<file path="config.mk">
export PLATFORM = sky130hd
export DESIGN_NAME = alu_req_arbiter
export DESIGN_NICKNAME = d
export VERILOG_FILES = /design/src/rtl/alu_req_arbiter.sv
export SDC_FILE = /design/constraint.sdc
export NUM_CORES = 1
export LEC_CHECK = 0
export ABC_AREA = 0
export CORE_ASPECT_RATIO = 0.9
export CORE_MARGIN = 4
export CORE_UTILIZATION = 65
export CTS_BUF_LIST = sky130_fd_sc_hd__clkbuf_8
export CTS_CLUSTER_DIAMETER = 100
export DETAILED_ROUTE_END_ITERATION = 16
export HOLD_SLACK_MARGIN = 0.12
export PLACE_DENSITY = 0.87
export SYNTH_ARGS = -nofsm -noshare
export SYNTH_HDL_FRONTEND = slang
export SYNTH_SLANG_ARGS = --single-unit
export TNS_END_PERCENT = 50
</file>
<file path="constraint.sdc">
create_clock -name CLK -period 8.5 [get_ports CLK]
set_input_delay 2.55 -clock CLK [delete_from_list [all_inputs] [get_ports CLK]]
set_output_delay 2.55 -clock CLK [all_outputs]
set_load 0.01 [all_outputs]
</file>
<file path="src/rtl/alu_req_arbiter.sv">
// Multi-channel request front end for the ALU: per-channel FIFOs, round-robin issue, in-order result tagging.
// Optional issue/stall statistics counters are compiled in when ALU_ARB_STATS_EN is defined.
module alu_req_arbiter #(
  parameter int DATA_WIDTH = 8,
  parameter int CHANNELS   = 4,
  parameter int FIFO_DEPTH = 4,
  parameter int TAG_DEPTH  = 8,
  localparam int CH_W      = (CHANNELS > 1) ? $clog2(CHANNELS) : 1
) (
  input  logic                           CLK,
  input  logic                           RST,
  input  logic [CHANNELS-1:0]            IN_ACT,
  output logic [CHANNELS-1:0]            IN_RDY,
  input  logic [4*CHANNELS-1:0]          IN_OP,
  input  logic [2*CHANNELS-1:0]          IN_MOVI,
  input  logic [DATA_WIDTH*CHANNELS-1:0] IN_REG_A,
  input  logic [DATA_WIDTH*CHANNELS-1:0] IN_REG_B,
  input  logic [DATA_WIDTH*CHANNELS-1:0] IN_IMM,
  input  logic [DATA_WIDTH*CHANNELS-1:0] IN_MEM,
  input  logic                           ALU_RDY,
  output logic                           ACT,
  output logic [3:0]                     OP,
  output logic [1:0]                     MOVI,
  output logic [DATA_WIDTH-1:0]          REG_A,
  output logic [DATA_WIDTH-1:0]          REG_B,
  output logic [DATA_WIDTH-1:0]          IMM,
  output logic [DATA_WIDTH-1:0]          MEM,
  input  logic [DATA_WIDTH-1:0]          EX_ALU,
  input  logic                           EX_ALU_VLD,
  output logic                           RES_VLD,
  output logic [CH_W-1:0]                RES_CH,
  output logic [DATA_WIDTH-1:0]          RES_DATA,
  output logic                           ERR
`ifdef ALU_ARB_STATS_EN
  ,
  output logic [31:0]                    ISSUE_CNT,
  output logic [31:0]                    STALL_CNT
`endif
);

  localparam int FW = $clog2(FIFO_DEPTH);
  localparam int TW = $clog2(TAG_DEPTH);

  typedef struct packed {
    logic [3:0]            op;
    logic [1:0]            movi;
    logic [DATA_WIDTH-1:0] reg_a;
    logic [DATA_WIDTH-1:0] reg_b;
    logic [DATA_WIDTH-1:0] imm;
    logic [DATA_WIDTH-1:0] mem;
  } req_t;

  req_t          fifo_mem_r [CHANNELS][FIFO_DEPTH];
  logic [FW-1:0] wr_ptr_r   [CHANNELS];
  logic [FW-1:0] rd_ptr_r   [CHANNELS];
  logic [FW:0]   cnt_r      [CHANNELS];
  req_t          in_req_s   [CHANNELS];

  logic [CHANNELS-1:0] wr_en_s, pop_en_s, nonempty_s, in_rdy_s;
  logic [CH_W-1:0]     rr_r, grant_s, rr_next_s;
  logic                found_s, take_s, act_s;
  int                  idx_s;
  req_t                head_s, last_r, out_req_s;

  logic [CH_W-1:0] tag_mem_r [TAG_DEPTH];
  logic [TW-1:0]   tag_wr_r, tag_rd_r;
  logic [TW:0]     tag_cnt_r;
  logic            tag_full_s, tag_empty_s, res_pop_s;

  logic                  res_vld_r, err_r;
  logic [CH_W-1:0]       res_ch_r;
  logic [DATA_WIDTH-1:0] res_data_r;

  // Unpack channel inputs and derive per-channel FIFO status
  always_comb begin
    for (int c = 0; c < CHANNELS; c++) begin
      in_req_s[c].op    = IN_OP[4*c +: 4];
      in_req_s[c].movi  = IN_MOVI[2*c +: 2];
      in_req_s[c].reg_a = IN_REG_A[DATA_WIDTH*c +: DATA_WIDTH];
      in_req_s[c].reg_b = IN_REG_B[DATA_WIDTH*c +: DATA_WIDTH];
      in_req_s[c].imm   = IN_IMM[DATA_WIDTH*c +: DATA_WIDTH];
      in_req_s[c].mem   = IN_MEM[DATA_WIDTH*c +: DATA_WIDTH];
      nonempty_s[c]     = (cnt_r[c] != '0);
      in_rdy_s[c]       = RST & (cnt_r[c] != (FW+1)'(FIFO_DEPTH));
      wr_en_s[c]        = IN_ACT[c] & in_rdy_s[c];
    end
  end

  // Round-robin search starting at the pointer, plus issue qualification
  always_comb begin
    grant_s = '0;
    found_s = 1'b0;
    take_s  = 1'b0;
    idx_s   = 0;
    for (int i = 0; i < CHANNELS; i++) begin
      idx_s   = (int'(rr_r) + i >= CHANNELS) ? int'(rr_r) + i - CHANNELS : int'(rr_r) + i;
      take_s  = ~found_s & nonempty_s[idx_s];
      grant_s = take_s ? CH_W'(idx_s) : grant_s;
      found_s = found_s | nonempty_s[idx_s];
    end
    act_s     = found_s & ALU_RDY & ~tag_full_s;
    rr_next_s = (grant_s == CH_W'(CHANNELS - 1)) ? '0 : grant_s + CH_W'(1);
    head_s    = fifo_mem_r[grant_s][rd_ptr_r[grant_s]];
    out_req_s = act_s ? head_s : last_r;
  end

  // Pop strobe for the granted channel
  always_comb begin
    pop_en_s = '0;
    for (int c = 0; c < CHANNELS; c++) begin
      pop_en_s[c] = act_s & (grant_s == CH_W'(c));
    end
  end

  // Per-channel request FIFOs; simultaneous write and pop leave the count unchanged
  always_ff @(posedge CLK or negedge RST) begin
    if (!RST) begin
      for (int c = 0; c < CHANNELS; c++) begin
        for (int e = 0; e < FIFO_DEPTH; e++) fifo_mem_r[c][e] <= '0;
        wr_ptr_r[c] <= '0;
        rd_ptr_r[c] <= '0;
        cnt_r[c]    <= '0;
      end
    end else begin
      for (int c = 0; c < CHANNELS; c++) begin
        if (wr_en_s[c]) begin
          fifo_mem_r[c][wr_ptr_r[c]] <= in_req_s[c];
          wr_ptr_r[c]                <= wr_ptr_r[c] + FW'(1);
        end
        if (pop_en_s[c]) rd_ptr_r[c] <= rd_ptr_r[c] + FW'(1);
        case ({wr_en_s[c], pop_en_s[c]})
          2'b10:   cnt_r[c] <= cnt_r[c] + (FW+1)'(1);
          2'b01:   cnt_r[c] <= cnt_r[c] - (FW+1)'(1);
          default: cnt_r[c] <= cnt_r[c];
        endcase
      end
    end
  end

  // Round-robin pointer and last-issued fields, which the ALU port shows while idle
  always_ff @(posedge CLK or negedge RST) begin
    if (!RST) begin
      rr_r   <= '0;
      last_r <= '0;
    end else if (act_s) begin
      rr_r   <= rr_next_s;
      last_r <= head_s;
    end
  end

  assign tag_full_s  = (tag_cnt_r == (TW+1)'(TAG_DEPTH));
  assign tag_empty_s = (tag_cnt_r == '0);
  assign res_pop_s   = EX_ALU_VLD & ~tag_empty_s;

  // In-order tag FIFO recording the channel of each issued operation
  always_ff @(posedge CLK or negedge RST) begin
    if (!RST) begin
      for (int t = 0; t < TAG_DEPTH; t++) tag_mem_r[t] <= '0;
      tag_wr_r  <= '0;
      tag_rd_r  <= '0;
      tag_cnt_r <= '0;
    end else begin
      if (act_s) begin
        tag_mem_r[tag_wr_r] <= grant_s;
        tag_wr_r            <= tag_wr_r + TW'(1);
      end
      if (res_pop_s) tag_rd_r <= tag_rd_r + TW'(1);
      case ({act_s, res_pop_s})
        2'b10:   tag_cnt_r <= tag_cnt_r + (TW+1)'(1);
        2'b01:   tag_cnt_r <= tag_cnt_r - (TW+1)'(1);
        default: tag_cnt_r <= tag_cnt_r;
      endcase
    end
  end

  // Tagged result register and sticky error for untagged results
  always_ff @(posedge CLK or negedge RST) begin
    if (!RST) begin
      res_vld_r  <= 1'b0;
      res_ch_r   <= '0;
      res_data_r <= '0;
      err_r      <= 1'b0;
    end else begin
      res_vld_r <= res_pop_s;
      err_r     <= err_r | (EX_ALU_VLD & tag_empty_s);
      if (res_pop_s) begin
        res_ch_r   <= tag_mem_r[tag_rd_r];
        res_data_r <= EX_ALU;
      end
    end
  end

`ifdef ALU_ARB_STATS_EN
  logic [31:0] issue_cnt_r, stall_cnt_r;

  // Saturating issue and stall counters
  always_ff @(posedge CLK or negedge RST) begin
    if (!RST) begin
      issue_cnt_r <= 32'd0;
      stall_cnt_r <= 32'd0;
    end else begin
      if (act_s && issue_cnt_r != 32'hFFFF_FFFF) issue_cnt_r <= issue_cnt_r + 32'd1;
      if (found_s && !act_s && stall_cnt_r != 32'hFFFF_FFFF) stall_cnt_r <= stall_cnt_r + 32'd1;
    end
  end

  assign ISSUE_CNT = issue_cnt_r;
  assign STALL_CNT = stall_cnt_r;
`endif

  assign IN_RDY   = in_rdy_s;
  assign ACT      = act_s;
  assign OP       = out_req_s.op;
  assign MOVI     = out_req_s.movi;
  assign REG_A    = out_req_s.reg_a;
  assign REG_B    = out_req_s.reg_b;
  assign IMM      = out_req_s.imm;
  assign MEM      = out_req_s.mem;
  assign RES_VLD  = res_vld_r;
  assign RES_CH   = res_ch_r;
  assign RES_DATA = res_data_r;
  assign ERR      = err_r;

endmodule

</file>
== Word-level counts from Yosys, hierarchy flattened ==
Cells that the tools add are included.
Storage, ports and cells
  word-level logic and storage cells: 303
  register bits after elaboration: 714
  input port bits: 168
  output and inout port bits: 55
Operators by class
  $lt $le $gt $ge: 21
  $add $sub $neg: 28
  eq/ne operators: 18
  reductions and logical operators: 16
  muxes and demuxes: 54
  bitwise logic cells: 36
Operators by type and width (count)
  152-bit bitwise mux: 4
  152-bit binary-select mux with 2-bit select: 1
  38-bit demux with 2-bit select: 4
  152-bit two-way mux: 2
  38-bit two-way mux: 7
  32-bit by 4-bit less-than comparator with 1-bit output (second input constant): 4
  32-bit two-way mux: 4
  32-bit by 4-bit >= comparator with 1-bit output (second input constant): 3
  32-bit by 4-bit subtractor with 32-bit output (second input constant): 3
  38-bit binary-select mux with 2-bit select: 1
  3-bit case mux with 2 select lines: 4
  2-bit two-way mux: 10
  1-bit AND: 19
  2-bit by 1-bit adder with 2-bit output (second input constant): 9
  3-bit by 1-bit adder with 3-bit output (second input constant): 6
  3-bit >= comparator (second input constant): 6
  2-bit NOT with 3-bit output: 6
  16-bit bitwise mux: 1
  2-bit equality test (second input constant): 7
  2-bit by 1-bit equality test with 1-bit output (second input constant): 6
  3-bit by 1-bit less-than comparator with 1-bit output (second input constant): 4
  3-bit inequality test (second input constant): 4
  3-bit nonzero test: 4
  3-bit by 1-bit subtractor with 3-bit output (second input constant): 4
  22 further kinds: 50

== Longest topological paths before layout ==
  depth in word-level cells: 20
  depth in mapped cells: 15
  depth with buffers taken out: 12

== Worst setup path after synthesis ==
No wires, ideal clock.
  kind: input -> output
  start point: input ALU_RDY
  end point: output MOVI[0]
  data arrival time: 3.509 ns
  slack: 2.441 ns
  required time: 5.950 ns
  cell stages on the path: 6
  path buffers: 2
  cell sequence: nand3_1 inv_1 nand2_1 buf_4 clkbuf_1 o221ai_1
Between the ends
  longest elaborated chain between the ends: 3
Ends and longest elaborated chain
  start, declared: RTL line 20  | input logic ALU_RDY,
  1-bit AND (2 in series): RTL line 101  | act_s = found_s & ALU_RDY & ~tag_full_s;
  38-bit two-way mux: RTL line 104  | out_req_s = act_s ? head_s : last_r;
  end, declared: RTL line 23  | output logic [1:0] MOVI,
No other way between the ends.

== Final worst setup path ==
  start point: register cnt_r[2] (netlist bit)
  end point: output MEM[0]
Between the ends
  longest elaborated chain between the ends: 18
  elaborated cells between the ends (all ways): 40
  those cells by class: 26 x mux; 13 x bitwise; 1 x reduce/logical
Ends and longest elaborated chain
  start, declared: RTL line 56  | logic [FW:0] cnt_r [CHANNELS];
  start signal, assigned by index: RTL line 132  | 2'b10: cnt_r[c] <= cnt_r[c] + (FW+1)'(1);
  start signal, assigned by index: RTL line 133  | 2'b01: cnt_r[c] <= cnt_r[c] - (FW+1)'(1);
  start signal, assigned by index: RTL line 134  | default: cnt_r[c] <= cnt_r[c];
  3-bit nonzero test (*): RTL line 83  | nonempty_s[c] = (cnt_r[c] != '0);
  1-bit binary-select mux with 2-bit select: RTL line 97, 99
  1-bit two-way mux (implied by the code) (2 in series): RTL line 97, 99
  1-bit NOT or 1-bit bitwise OR (tied branches): RTL line 97, 99
  1-bit AND (tied with other cells): RTL line 97  | take_s = ~found_s & nonempty_s[idx_s];
  2-bit two-way mux (tied with other cells): RTL line 98  | grant_s = take_s ? CH_W'(idx_s) : grant_s;
  2-bit two-way mux or 1-bit AND (tied branches): RTL line 98, 97
  2-bit two-way mux: RTL line 98
  2-bit NOT with 3-bit output (implied by the code): RTL line 103  | head_s = fifo_mem_r[grant_s][rd_ptr_r[grant_s]];
  2-bit binary-select mux with 2-bit select: RTL line 103
  2-bit two-way mux (implied by the code) (2 in series): RTL line 103
  2-bit NOT with 3-bit output (implied by the code): RTL line 103
  38-bit binary-select mux with 2-bit select: RTL line 103
  38-bit two-way mux (implied by the code) (2 in series): RTL line 103
  38-bit two-way mux (*): RTL line 104
  end, declared: RTL line 27  | output logic [DATA_WIDTH-1:0] MEM,
Every way passes the cells marked *; elsewhere a longest branch is shown, timed or not. The select of a mux whose other input is x is not followed.

==> impl_metrics.py <==
metrics = {
    "pwr": {
        "p_leak_uw": 0.0169,
        "irDropWorstVdd_mv": 0.605,
        "cellPowerDensity_nw_per_um2": 492,
    },
    "finish": {
        "nets": 3095,
        "final_common_cell": "dfrtp_1",
        "area_delta_synth_final_pct": 15.2,
        "final_util": 0.762,
        "drive_above_1_share": 0.282,
        "mostFrequentLayoutCells": "dfrtp_1 (714), mux2_2 (618), nand2_1 (475)",
    },
    "clock_tree": {
        "cts_root_buf": "clkbuf_8",
        "numCtsBuffers": 110,
        "worstSkewPairLatency_ns": 0.71,
        "clk_pin_slew_ns": 0.07,
        "cts_resized": 0,
        "h-tree-depth": 3,
        "cts_buffer_depth": 3,
        "cts_tree": "built",
        "cts_hold_buf": 0,
        "cts_sinks": 714,
        "post_cts_buffers": 0,
    },
    "synth": {
        "synthMuxAreaShare": 0.242,
        "avgSynthCellArea_um2": 11.9,
        "synth_ff_type": "dfrtp_1",
        "yosysTopAreaCell": "dfrtp_1",
        "synthTopCellsByArea": "dfrtp_1 (55%), mux2_2 (21%), nand2_1 (5.7%), mux2i_1 (2.5%), a21oi_1 (2.4%)",
        "synth-edff-count": 0,
        "synth_nets": 2943,
        "ys_seq_area_frac": 0.548,
        "synth_compound_area_frac": 0.0777,
        "synth_cells": 2745,
        "synth-simple-area-share": 0.0814,
        "synth_warnings": 0,
        "synth_top_area_frac": 0.548,
        "syn_area_um2": 32600,
        "synth_xor_area_frac": 0.00886,
        "synth_cell_type_count": 47,
        "synthArstFlopShare": 1.00,
        "synth_fa_ha_area_frac": 0.0124,
        "synth_top_family_by_area": "multiplexers",
        "ys_seq_elements": 714,
    },
    "hold_path": {
        "min_path_type": "reg -> reg",
        "hold_path_depth": 1,
    },
    "die": {
        "die_y_um": 220,
        "rows": 77,
        "die_area_um2": 53800,
        "initial_core_util": 0.661,
        "die_w_um": 244,
        "core_um2": 49300,
        "ioPinCount": 223,
    },
    "sta": {
        "post-route-period-util": 0.921,
        "fin_tns_setup_ns": 0,
        "finalCriticalPeriod_ns": 7.83,
        "rsz0062_at_grt": "false",
        "hold_viol": 0,
        "final_max_slew_viol_count": 0,
        "clock_skew_ns": 0.0275,
        "max_slew.worst_pin.slew_ns": 1.31,
        "slew_headroom": 0.124,
        "setup_viol": 0,
        "clock.fmax_mhz": 128,
    },
    "detailed_routing": {
        "drc": 0,
        "wl_per_cell_um": 24.9,
        "num_vias": 23800,
        "drt_wl_total_um": 91200,
        "drtPass1Iterations": 6,
        "drtIter0Drc": 2639,
        "antenna_left": 0,
        "via_per_inst": 6.50,
    },
    "worst_setup_path": {
        "criticalPathCategory": "reg -> out",
        "worstPathArrival_ns": 5.28,
        "rr_worst_depth": 13,
        "r2r_slack_ns": 4.07,
        "cp_data_required_time_ns": 5.95,
        "end_kind": "output pin",
        "cp_max_fo": 93,
        "cp-start-kind": "register",
    },
    "placement": {
        "port_buffers": 222,
        "dp_hpwl_um": 51600,
        "place.gp.congestion": 0.841,
    },
    "grt": {
        "grt_pass1_wl_um": 141000,
        "antenna_found_initial": 8,
        "grt_overflow": 0,
        "grt_pass1_vias": 25000,
        "track_usage": 0.336,
        "grt_max_degree": 243,
    },
    "job": {
        "drv_cap": 0,
    },
    "run_status": {
        "outcome": "complete, no violations",
    },
}
## cells by family (layout without fill, tap and decap cells)
kind of cell | Yosys count | count (layout)
flops | 714 | 714
mux | 705 | 705
simple gates | 647 | 647
compound gates | 379 | 379
buf+inv | 237 | 474
xor+xnor | 33 | 33
fa+ha+maj | 30 | 30
other cells | 0 | 5
## through the flow
| stage | hold WS (ns) | cell area [um^2] | cells | total power, uW | setup slack, ns |
|---|---|---|---|---|---|
| floorplan | 0.441 | 32600 | 2745 | 12200 | 2.44 |
| global placement | 0.453 | 35200 | 3456 | 14700 | 0.933 |
| detailed placement | 0.465 | 35200 | 3456 | 15200 | 0.903 |
| CTS | 0.476 | 37600 | 3653 | 18300 | 0.678 |
| global route | 0.492 | 37600 | 3657 | 19400 | 0.401 |
| finish | 0.476 | 37600 | 3658 | 18500 | 0.669 |
## registers in the layout, indices dropped and copies added, names as in the netlist, 2 cells and up
signal / count
cnt_r: 12
tag_mem_r: 16
rd_ptr_r: 8
fifo_mem_r: 608
wr_ptr_r: 8
tag_rd_r: 3
RES_CH: 2
rr_r: 2
tag_cnt_r: 4
tag_wr_r: 3
RES_DATA: 8
last_r: 38
## Yosys cell counts, drive strengths merged (2+ instances only)
cell,number
a211oi,38
a21oi,157
a221oi,2
a22oi,76
a31oi,4
a32oi,38
and2,5
buf,62
clkbuf,142
dfrtp,714
fa,4
ha,26
inv,33
mux2,618
mux2i,83
mux4,4
nand2,492
nand3,116
nand3b,2
nand4,2
nand4b,2
nor2,11
nor3,9
nor4b,2
o21ai,19
o221ai,38
or2,2
or3,2
xnor2,19
xor2,14
## final timing paths
path / end / from
worst max-delay path: MEM[0] / cnt_r[2]
worst min-delay path: rd_ptr_r[3] / rd_ptr_r[3]
worst max register to register: cnt_r[2] / cnt_r[10]
worst min register to register: rd_ptr_r[3] / rd_ptr_r[3]
max in group asynchronous: fifo_mem_r[477] / RST
min in group asynchronous: wr_ptr_r[6] / RST
## per-layer routing
layer  vias to the layer above  global-route usage  wire length (um)
met5                         -                   0                52
met4                         8               0.170              3930
met3                       294              0.0725              7460
met2                      1267               0.542             43900
met1                     12200               0.439             35900
li1                      10000                   -                 -
## worst max-delay path, cell delays in order, from the launching register on
cell and delay, ns:
dfrtp_1 0.41, nor3_1 0.35, a21oi_1 0.13, o22ai_4 0.25, buf_4 0.75, buf_4 1.04, a21oi_1 0.14, a22oi_1 0.31
mux2i_1 0.13, o221ai_1 0.35, clkdlybuf4s50_1 0.61
## layout make-up
type / count / area, um^2
antenna: 5 / 12.5
clock buffer: 149 / 2050
clock inverter: 48 / 312
fill: 2994 / 11700
inverter: 33 / 136
multi-input combinational: 1794 / 13900
sequential: 714 / 17900
tap: 671 / 840
timing repair buffer: 244 / 2450
## power by group
group	switching (uW)	internal [uW]	leakage (uW)	total (uW)
Sequential	979	5110	0.00862	6090
Combinational	5450	3940	0.00690	9390
Clock	1350	1670	0.00134	3030
Power figures use the tool's default switching activity.
